--- config.mk ---
export PLATFORM = sky130hd
export DESIGN_NAME = joy_serializer
export DESIGN_NICKNAME = d
export VERILOG_FILES = /design/src/rtl/joy_pkg.sv /design/src/rtl/sync_edge.sv /design/src/rtl/joy_serializer.sv
export SDC_FILE = /design/constraint.sdc
export NUM_CORES = 1
export LEC_CHECK = 0
export ABC_AREA = 1
export BUFFER_PORTS_ARGS = -buffer_cell sky130_fd_sc_hd__buf_2
export CAP_MARGIN = 20
export CORE_ASPECT_RATIO = 2
export CORE_MARGIN = 3
export CORE_UTILIZATION = 37
export CTS_BUF_LIST = sky130_fd_sc_hd__clkbuf_4 sky130_fd_sc_hd__clkbuf_8
export DETAILED_ROUTE_END_ITERATION = 16
export GPL_TIMING_DRIVEN = 0
export PLACE_DENSITY = 0.63
export SLEW_MARGIN = 30
export SYNTH_ARGS = -nofsm -noshare
export SYNTH_HDL_FRONTEND = slang
export SYNTH_SLANG_ARGS = --single-unit
--- constraint.sdc ---
create_clock -name clk -period 2.4 [get_ports clk]
set_clock_uncertainty 0.05 [all_clocks]
set_input_delay 0.48 -clock clk [delete_from_list [all_inputs] [get_ports clk]]
set_output_delay 0.48 -clock clk [all_outputs]
set_load 0.005 [all_outputs]
--- src/rtl/joy_pkg.sv ---
// Shared constants, state encoding and frame-image helper for the joystick serializer.
package joy_pkg;

  localparam int FRAME_BITS_DEFAULT = 16;

  // Button bit positions inside joy1_i / joy2_i (buttons are active-low)
  localparam int BTN_UP    = 0;
  localparam int BTN_DOWN  = 1;
  localparam int BTN_LEFT  = 2;
  localparam int BTN_RIGHT = 3;
  localparam int BTN_FIRE1 = 4;
  localparam int BTN_FIRE2 = 5;

  typedef enum logic [1:0] {
    ST_IDLE  = 2'd0,
    ST_LOAD  = 2'd1,
    ST_SHIFT = 2'd2,
    ST_DONE  = 2'd3
  } state_t;

  // 16-bit frame, MSB first: player 1 buttons, two idle-high bits, player 2 buttons, two idle-high bits
  function automatic logic [15:0] build_frame(input logic [5:0] j1, input logic [5:0] j2);
    return {j1[BTN_UP], j1[BTN_DOWN], j1[BTN_LEFT], j1[BTN_RIGHT], j1[BTN_FIRE1], j1[BTN_FIRE2],
            2'b11,
            j2[BTN_UP], j2[BTN_DOWN], j2[BTN_LEFT], j2[BTN_RIGHT], j2[BTN_FIRE1], j2[BTN_FIRE2],
            2'b11};
  endfunction

endpackage

--- src/rtl/sync_edge.sv ---
// N-stage synchronizer for an asynchronous input, followed by one history flop
// that turns the synchronized level into single-cycle rise/fall pulses.
module sync_edge #(
  parameter int STAGES = 2
) (
  input  logic clk,
  input  logic reset,
  input  logic din,
  output logic sync,
  output logic rise,
  output logic fall
);

  logic [STAGES-1:0] stage;
  logic              prev;

  // Shift the raw input through the synchronizer and remember the last synchronized level
  always_ff @(posedge clk) begin
    if (reset) begin
      stage <= '1;
      prev  <= 1'b1;
    end else begin
      stage[0] <= din;
      for (int i = 1; i < STAGES; i++) begin
        stage[i] <= stage[i-1];
      end
      prev <= stage[STAGES-1];
    end
  end

  assign sync = stage[STAGES-1];
  assign rise = sync & ~prev;
  assign fall = ~sync & prev;

endmodule

--- src/rtl/joy_serializer.sv ---
// Joystick parallel-in/serial-out frame generator emulating a 74HC165 chain,
// driven by an asynchronous host shift clock and active-low load strobe.
module joy_serializer
  import joy_pkg::*;
#(
  parameter int FRAME_BITS   = FRAME_BITS_DEFAULT,
  parameter int SYNC_STAGES  = 2,
  parameter int IDLE_TIMEOUT = 1000000
) (
  input  logic       clk,
  input  logic       reset,
  input  logic       joy_clk_i,
  input  logic       joy_load_i,
  input  logic [5:0] joy1_i,
  input  logic [5:0] joy2_i,
  output logic       joy_data_o,
  output logic       frame_done_o,
  output logic       link_active_o
);

  localparam int              BCW       = $clog2(FRAME_BITS + 1);
  localparam int              ICW       = $clog2(IDLE_TIMEOUT + 1);
  localparam logic [BCW-1:0]  BIT_LAST  = BCW'(FRAME_BITS - 1);
  localparam logic [ICW-1:0]  IDLE_INIT = ICW'(IDLE_TIMEOUT);
  localparam logic [ICW-1:0]  IDLE_ONE  = ICW'(1);

  state_t                state;
  logic [FRAME_BITS-1:0] shreg;
  logic [FRAME_BITS-1:0] image;
  logic [15:0]           frame16;
  logic [BCW-1:0]        bit_cnt;
  logic [ICW-1:0]        idle_cnt;
  logic                  frame_done;
  logic                  link;

  logic ck_rise, ck_level_unused, ck_fall_unused;
  logic ld_level, ld_rise, ld_fall;

  sync_edge #(.STAGES(SYNC_STAGES)) u_sync_clk (
    .clk   (clk),
    .reset (reset),
    .din   (joy_clk_i),
    .sync  (ck_level_unused),
    .rise  (ck_rise),
    .fall  (ck_fall_unused)
  );

  sync_edge #(.STAGES(SYNC_STAGES)) u_sync_load (
    .clk   (clk),
    .reset (reset),
    .din   (joy_load_i),
    .sync  (ld_level),
    .rise  (ld_rise),
    .fall  (ld_fall)
  );

  // Parallel image: 16-bit button frame in the MSBs, any extra low bits idle high
  always_comb begin
    frame16 = build_frame(joy1_i, joy2_i);
    image   = '1;
    for (int i = 0; i < 16 && i < FRAME_BITS; i++) begin
      image[FRAME_BITS-1-i] = frame16[15-i];
    end
  end

  // Frame FSM, shift register, bit counter and link-idle watchdog
  always_ff @(posedge clk) begin
    if (reset) begin
      state      <= ST_IDLE;
      shreg      <= '1;
      bit_cnt    <= '0;
      idle_cnt   <= '0;
      frame_done <= 1'b0;
      link       <= 1'b0;
    end else begin
      frame_done <= 1'b0;
      if (ld_fall) begin
        // A new load always wins: aborts any frame in progress and rearms the watchdog
        state    <= ST_LOAD;
        shreg    <= image;
        idle_cnt <= IDLE_INIT;
        link     <= 1'b1;
      end else if (idle_cnt == IDLE_ONE) begin
        // Host went quiet: drop the link and park the line high
        idle_cnt <= '0;
        link     <= 1'b0;
        state    <= ST_IDLE;
        shreg    <= '1;
        bit_cnt  <= '0;
      end else begin
        if (idle_cnt != '0) begin
          idle_cnt <= idle_cnt - 1'b1;
        end
        case (state)
          ST_LOAD: begin
            if (ld_rise) begin
              state   <= ST_SHIFT;
              bit_cnt <= '0;
            end else begin
              shreg <= image;
            end
          end
          ST_SHIFT: begin
            if (ck_rise && ld_level) begin
              shreg   <= {shreg[FRAME_BITS-2:0], 1'b1};
              bit_cnt <= bit_cnt + 1'b1;
              if (bit_cnt == BIT_LAST) begin
                state      <= ST_DONE;
                frame_done <= 1'b1;
              end
            end
          end
          ST_DONE: begin
            if (ck_rise && ld_level) begin
              shreg <= {shreg[FRAME_BITS-2:0], 1'b1};
            end
          end
          default: ;
        endcase
      end
    end
  end

  assign joy_data_o    = shreg[FRAME_BITS-1];
  assign frame_done_o  = frame_done;
  assign link_active_o = link;

endmodule
== Yosys cells after proc, flatten, opt, wreduce, memory -nomap -nowiden ==
Index checks and enable logic that the tools add are counted.

* Register bits: 51
* Input port bits: 16
* Logic and storage cells: 79

* Add/sub/neg operators: 2
* Equal/unequal tests: 17
* Mux-type cells: 21
* Bitwise operators: 9
* Reductions and logical operators: 17

{| class="wikitable"
|+ Operators by type and width
! cell !! count
|-
| 2-to-1 mux 16 bit || 4
|-
| 2-to-1 mux 20 bit || 3
|-
| one-hot mux 16 bit (2 select lines) || 1
|-
| == test 20 x 1 -> 1 bit, second input constant || 1
|-
| nonzero test 20 bit || 1
|-
| subtractor 20 x 1 -> 20 bit, second input constant || 1
|-
| != test 4 bit, second input constant || 4
|-
| 2-to-1 mux 5 bit || 3
|-
| AND reduction 4 bit || 3
|-
| one-hot mux 5 bit (2 select lines) || 1
|-
| != test 2 bit, second input constant || 4
|-
| nonzero test 4 bit || 2
|-
| 2-to-1 mux 2 bit || 3
|-
| != test 3 bit, second input constant || 2
|-
| NOT 1 bit || 6
|-
| AND reduction 3 bit || 2
|-
| nonzero test 2 bit || 3
|-
| nonzero test 3 bit || 2
|-
| adder 5 x 1 -> 5 bit, second input constant || 1
|-
| == test 5 x 4 -> 1 bit, second input constant || 1
|-
| 2-to-1 mux 1 bit || 5
|-
| OR reduction 5 bit || 1
|-
| == test 2 bit, second input constant || 2
|-
| != test 4 x 1 -> 1 bit, second input constant || 1
|-
| 7 further kinds || 9
|}

== Depth between registers and ports, before layout ==
* Depth after elaboration: 7
* Mapped depth: 12
* Gate-level depth less buffers: 11

== Modules after synthesis ==
A second synthesis with hierarchy kept.

* Cells, all modules: 397
* Area total of the unflattened synthesis: 2756.4 um^2

{| class="wikitable"
|+ Modules (own cells, without submodules)
! module !! instances !! cells each !! area an instance (um^2)
|-
| joy_serializer || 1 || 371 || 2561.2
|-
| sync_edge || 2 || 13 || 97.6
|}

== Worst setup path before layout ==
No wires, ideal clock.

* Path kind: register to register
* Start point: register state[0]
* End point: register shreg[11]
* Library setup time: 123 ps
* Arrival time: 1512 ps
* Required time: 2227 ps
* Setup slack: 715 ps
* Stages on the path, launching flop included: 12
* Buffers on the path: 1
* Cell sequence: dfxtp_1 -> inv_1 -> ha_1 -> nor2_2 -> inv_1 -> clkbuf_1 -> a21boi_0 -> nand2_1 -> nand2_1 -> nand2_1 -> nand2_1 -> nand3_1

* Longest elaborated chain between the ends: 5

{| class="wikitable"
|+ RTL lines
! what !! RTL line !! text
|-
| start: declaration || joy_serializer.sv:27 || <nowiki>state_t state;</nowiki>
|-
| start signal: assignment || joy_serializer.sv:69 || <nowiki>state <= ST_IDLE;</nowiki>
|-
| start signal: assignment || joy_serializer.sv:79 || <nowiki>state <= ST_LOAD;</nowiki>
|-
| start signal: assignment || joy_serializer.sv:87 || <nowiki>state <= ST_IDLE;</nowiki>
|-
| == test 2 bit || joy_serializer.sv:94 || <nowiki>case (state)</nowiki>
|-
| OR reduction 2 bit (no line) || n/a ||
|-
| one-hot mux 16 bit (2 select lines) || joy_serializer.sv:94 ||
|-
| 2-to-1 mux 16 bit || joy_serializer.sv:83 || <nowiki>end else if (idle_cnt == IDLE_ONE) begin</nowiki>
|-
| 2-to-1 mux 16 bit || joy_serializer.sv:77 || <nowiki>if (ld_fall) begin</nowiki>
|-
| end signal: assignment || joy_serializer.sv:80 || <nowiki>shreg <= image;</nowiki>
|-
| end signal: assignment || joy_serializer.sv:100 || <nowiki>shreg <= image;</nowiki>
|-
| end signal: assignment || joy_serializer.sv:105 || <nowiki>shreg <= {shreg[FRAME_BITS-2:0], 1'b1};</nowiki>
|-
| end: declaration || joy_serializer.sv:28 || <nowiki>logic [FRAME_BITS-1:0] shreg;</nowiki>
|}

Several ways; a longest one is shown, not always the timed one.
A chain may end at the register's enable or synchronous reset.

== Worst setup path after layout ==
* Start point: register state[0]
* End point: register shreg[12]

The elaborated chain is that of the path after synthesis.

==> PnR_summary.wiki <==
{| class="wikitable"
! Metric !! Value
|-
| Overall routed net length || 6450 um
|-
| Setup TNS after final layout || 0 ns
|-
| Tot GR Track Use || 0.169
|-
| WHS Path Cells || 2
|-
| Transition at the pin with the smallest max-transition slack || 0.417 ns
|-
| Worst min-delay path startpoint || joy_load_i
|-
| Max capacitance violation total || 0
|-
| Leakage || 0.00153 uW
|-
| Total overflow reported by the global router || 0
|-
| Type of the worst setup path || reg2reg
|-
| First-pass detailed-route iteration total || 4
|-
| Nets in the synthesized netlist || 430
|-
| Asr flop ratio synth || 0
|-
| Launching element type of the critical path || register
|-
| Number of resized instances in the post-cts repair step || 0
|-
| First element of the critical path || state[0]
|-
| Shortest period the worst path allows || 2.09 ns
|-
| Leading register cell type out of synthesis || dfxtp_1
|-
| Worst setup slack for register-to-register paths || 0.31 ns
|-
| Clock sinks || 49
|-
| Synth Area per Inst || 6.92 um^2
|-
| Final HPWL DP || 5060 um
|-
| Nets || 455
|-
| Y dimension of the die || 129 um
|-
| Per-cell via count in the routed design || 4.87
|-
| Flip-flop and latch count after synthesis || 49
|-
| Number of instances in the synthesized netlist || 403
|-
| DRC violation count after routing || 0
|-
| Slew headroom || 0.722
|-
| Number of primary I/O pins || 19
|-
| EDFF count, synth || 0
|-
| Antenna violations before repair || 0
|-
| Worst hold margin || 0.293 ns
|-
| Startpoint of the worst-slack reg-to-reg timing path || state[0]
|-
| Final WS setup || 0.306 ns
|-
| Required time of the worst setup path || 2.55 ns
|-
| Seq/Total Area, Yosys || 0.352
|-
| Core Region || 7270 um^2
|-
| Root buffer selected by CTS || clkbuf_8
|-
| Outcome || finished, final reports clean
|-
| Worst vdd rail ir drop || 0.676 mV
|-
| Area Overhead vs Synth || 12.3%
|-
| Total standard cell area after synthesis || 2790 um^2
|-
| Clock tree from TritonCTS || done
|-
| Count of hold-fix buffers inserted at cts || 0
|-
| Number of H-tree levels || 2
|-
| Die footprint || 8670 um^2
|-
| Kind of end point of the critical path || register
|-
| Yosys warning count || 0
|-
| Register Area || 981 um^2
|-
| RD Place Congestion || 0.868
|-
| Area share of the largest cell type after synthesis || 0.352
|-
| Final core utilization || 0.431
|-
| Filler Cells Inserted || 788
|-
| Data arrival time at the worst-slack endpoint || 2.25 ns
|-
| Number of clock buffers inserted by TritonCTS || 5
|-
| Wire length per cell || 12.4 um
|-
| Number of setup buffers added after CTS || 0
|-
| Critical path peak fanout || 10
|-
| Combined area of the multi-input logic cells || 1570 um^2
|-
| Ratio of final minimum period to clock period || 0.872
|-
| Overall via count from detail_route || 2,537
|-
| Port Buffers || 18
|-
| Power density over the cells || 1280 nW/um^2
|-
| Diode insertion count for antenna repair || 0
|-
| Largest area contributor in the netlist || dfxtp_1
|-
| Final count of pins violating max slew || 0
|-
| # rows || 44
|-
| Fraction of layout cells with a size suffix above 1 || 0.149
|-
| Cells taking the most area after synthesis || dfxtp_1 35%, nand2_1 19%, nand3_1 5.7%, ha_1 4.9%, nor2_1 4.6%
|-
| Worst-case clock buffer depth || 2
|-
| Post-place setup slack || 0.347 ns
|-
| Setup-violating endpoint count in the final report || 0
|-
| Die span in x || 67.4 um
|-
| RR Endpoint || shreg[12]
|-
| Wire length of the first global-routing pass || 11,100 um
|-
| Cell with the most instances after synthesis || nand2_1
|-
| Vias in the first global route || 2,466
|-
| Clock transition at the register clock pins on the worst setup and hold paths after CTS || 0.09 ns
|-
| R2R cell count || 11
|-
| RSZ-0062 raised after global routing || false
|-
| Detailed router's first-iteration violation count || 88
|-
| Worst Setup EP || shreg[12]
|-
| Distinct cells, synth || 35
|-
| Type of the most critical hold path || in2reg
|-
| Starting Density || 0.384
|-
| Insertion delay of the later-clocked pin in the worst-skew pair || 0.32 ns
|-
| Pin count of the biggest net entering global routing || 17
|-
| Most numerous cell types in the synthesized netlist || 139 x nand2_1, 49 x dfxtp_1, 34 x nor2_1
|-
| Number of nets with antenna violations after routing || 0
|-
| Final Hold Viols || 0
|-
| F_max || 478 MHz
|}
critical path, cell delays in order (launching register included):
cell and delay, ns:
dfxtp_1 0.38, inv_1 0.09, ha_1 0.30, nor2_2 0.26
inv_1 0.11, clkbuf_1 0.23, a21boi_0 0.25, nand2_1 0.08
nand2_1 0.06, nand2_1 0.06, nand2_1 0.06, nand3_1 0.06
routing by layer:
metal | track usage | share of wire | up-vias
met2 | 0.317 | 0.56 | 43
met4 | 0.102 | 0.040 | 0
met1 | 0.166 | 0.38 | 1143
met5 | 0 | 0 | -
met3 | 0.0262 | 0.022 | 18
li1 | - | - | 1333
kinds of logic after synthesis:
| logic type | synth area share |
|---|---|
| and+or+nand+nor | 0.405 |
| adders and majority gates | 0.0494 |
| DFF | 0.352 |
| buffers and inverters | 0.0844 |
| xor gates and xnor gates | 0.0283 |
| AOI/OAI and AO/OA | 0.0808 |
layout make-up:
type	count	share of cell area
multi-input combinational	308	0.502
sequential	49	0.313
inverter	33	0.0400
tap	92	0.0368
buffer	13	0.0352
timing repair buffer	18	0.0288
clock buffer	5	0.0220
clock inverter	3	0.0220
cell usage in the layout (no fill, tap or decap), types with 2 or more instances in the layout:
cell type / count
nand2_4: 2
clkbuf_8: 7
bufinv_16: 2
nor2_1: 34
inv_1: 29
buf_2: 21
a21boi_0: 10
clkbuf_1: 3
nor2_4: 2
nor3_1: 6
o21ai_0: 6
nand3b_1: 2
buf_6: 3
ha_1: 11
a21oi_1: 20
nor2_2: 8
or2_2: 6
clkinv_1: 2
nand3_1: 32
xnor2_1: 5
xor2_1: 4
nand2_2: 5
nand4_1: 9
dfxtp_1: 49
nand2_1: 139
worst min path at each step:
stage | endpoint | slack, ns
detailed placement | u_sync_load.stage[1] | 0.35
global placement | u_sync_load.stage[1] | 0.34
floorplan | u_sync_clk.stage[1] | 0.34
CTS | u_sync_load.stage[0] | 0.28
global route | u_sync_load.stage[0] | 0.29
finish | u_sync_load.stage[0] | 0.29
power breakdown:
part | total [uW] | leakage, uW | switching [uW] | internal, uW
clock network | 719 | 0.0000687 | 299 | 420
registers | 1290 | 0.000403 | 208 | 1080
logic | 1990 | 0.00106 | 1230 | 757
state kept, by name, indices dropped and copies added (netlist names), 2 cells and up:
register and flops:
bit_cnt 5, u_sync_clk.stage 2, u_sync_load.stage 2, shreg 14, state 2, idle_cnt 20
metrics by stage:
step	area (um^2)	cells	total power, uW
floorplan	2790	403	2880
global placement	2990	513	3270
detailed placement	2990	513	3300
CTS	3130	521	4040
global route	3130	521	4370
finish	3130	521	4000
Note: power is estimated with default switching activity, not from simulation.
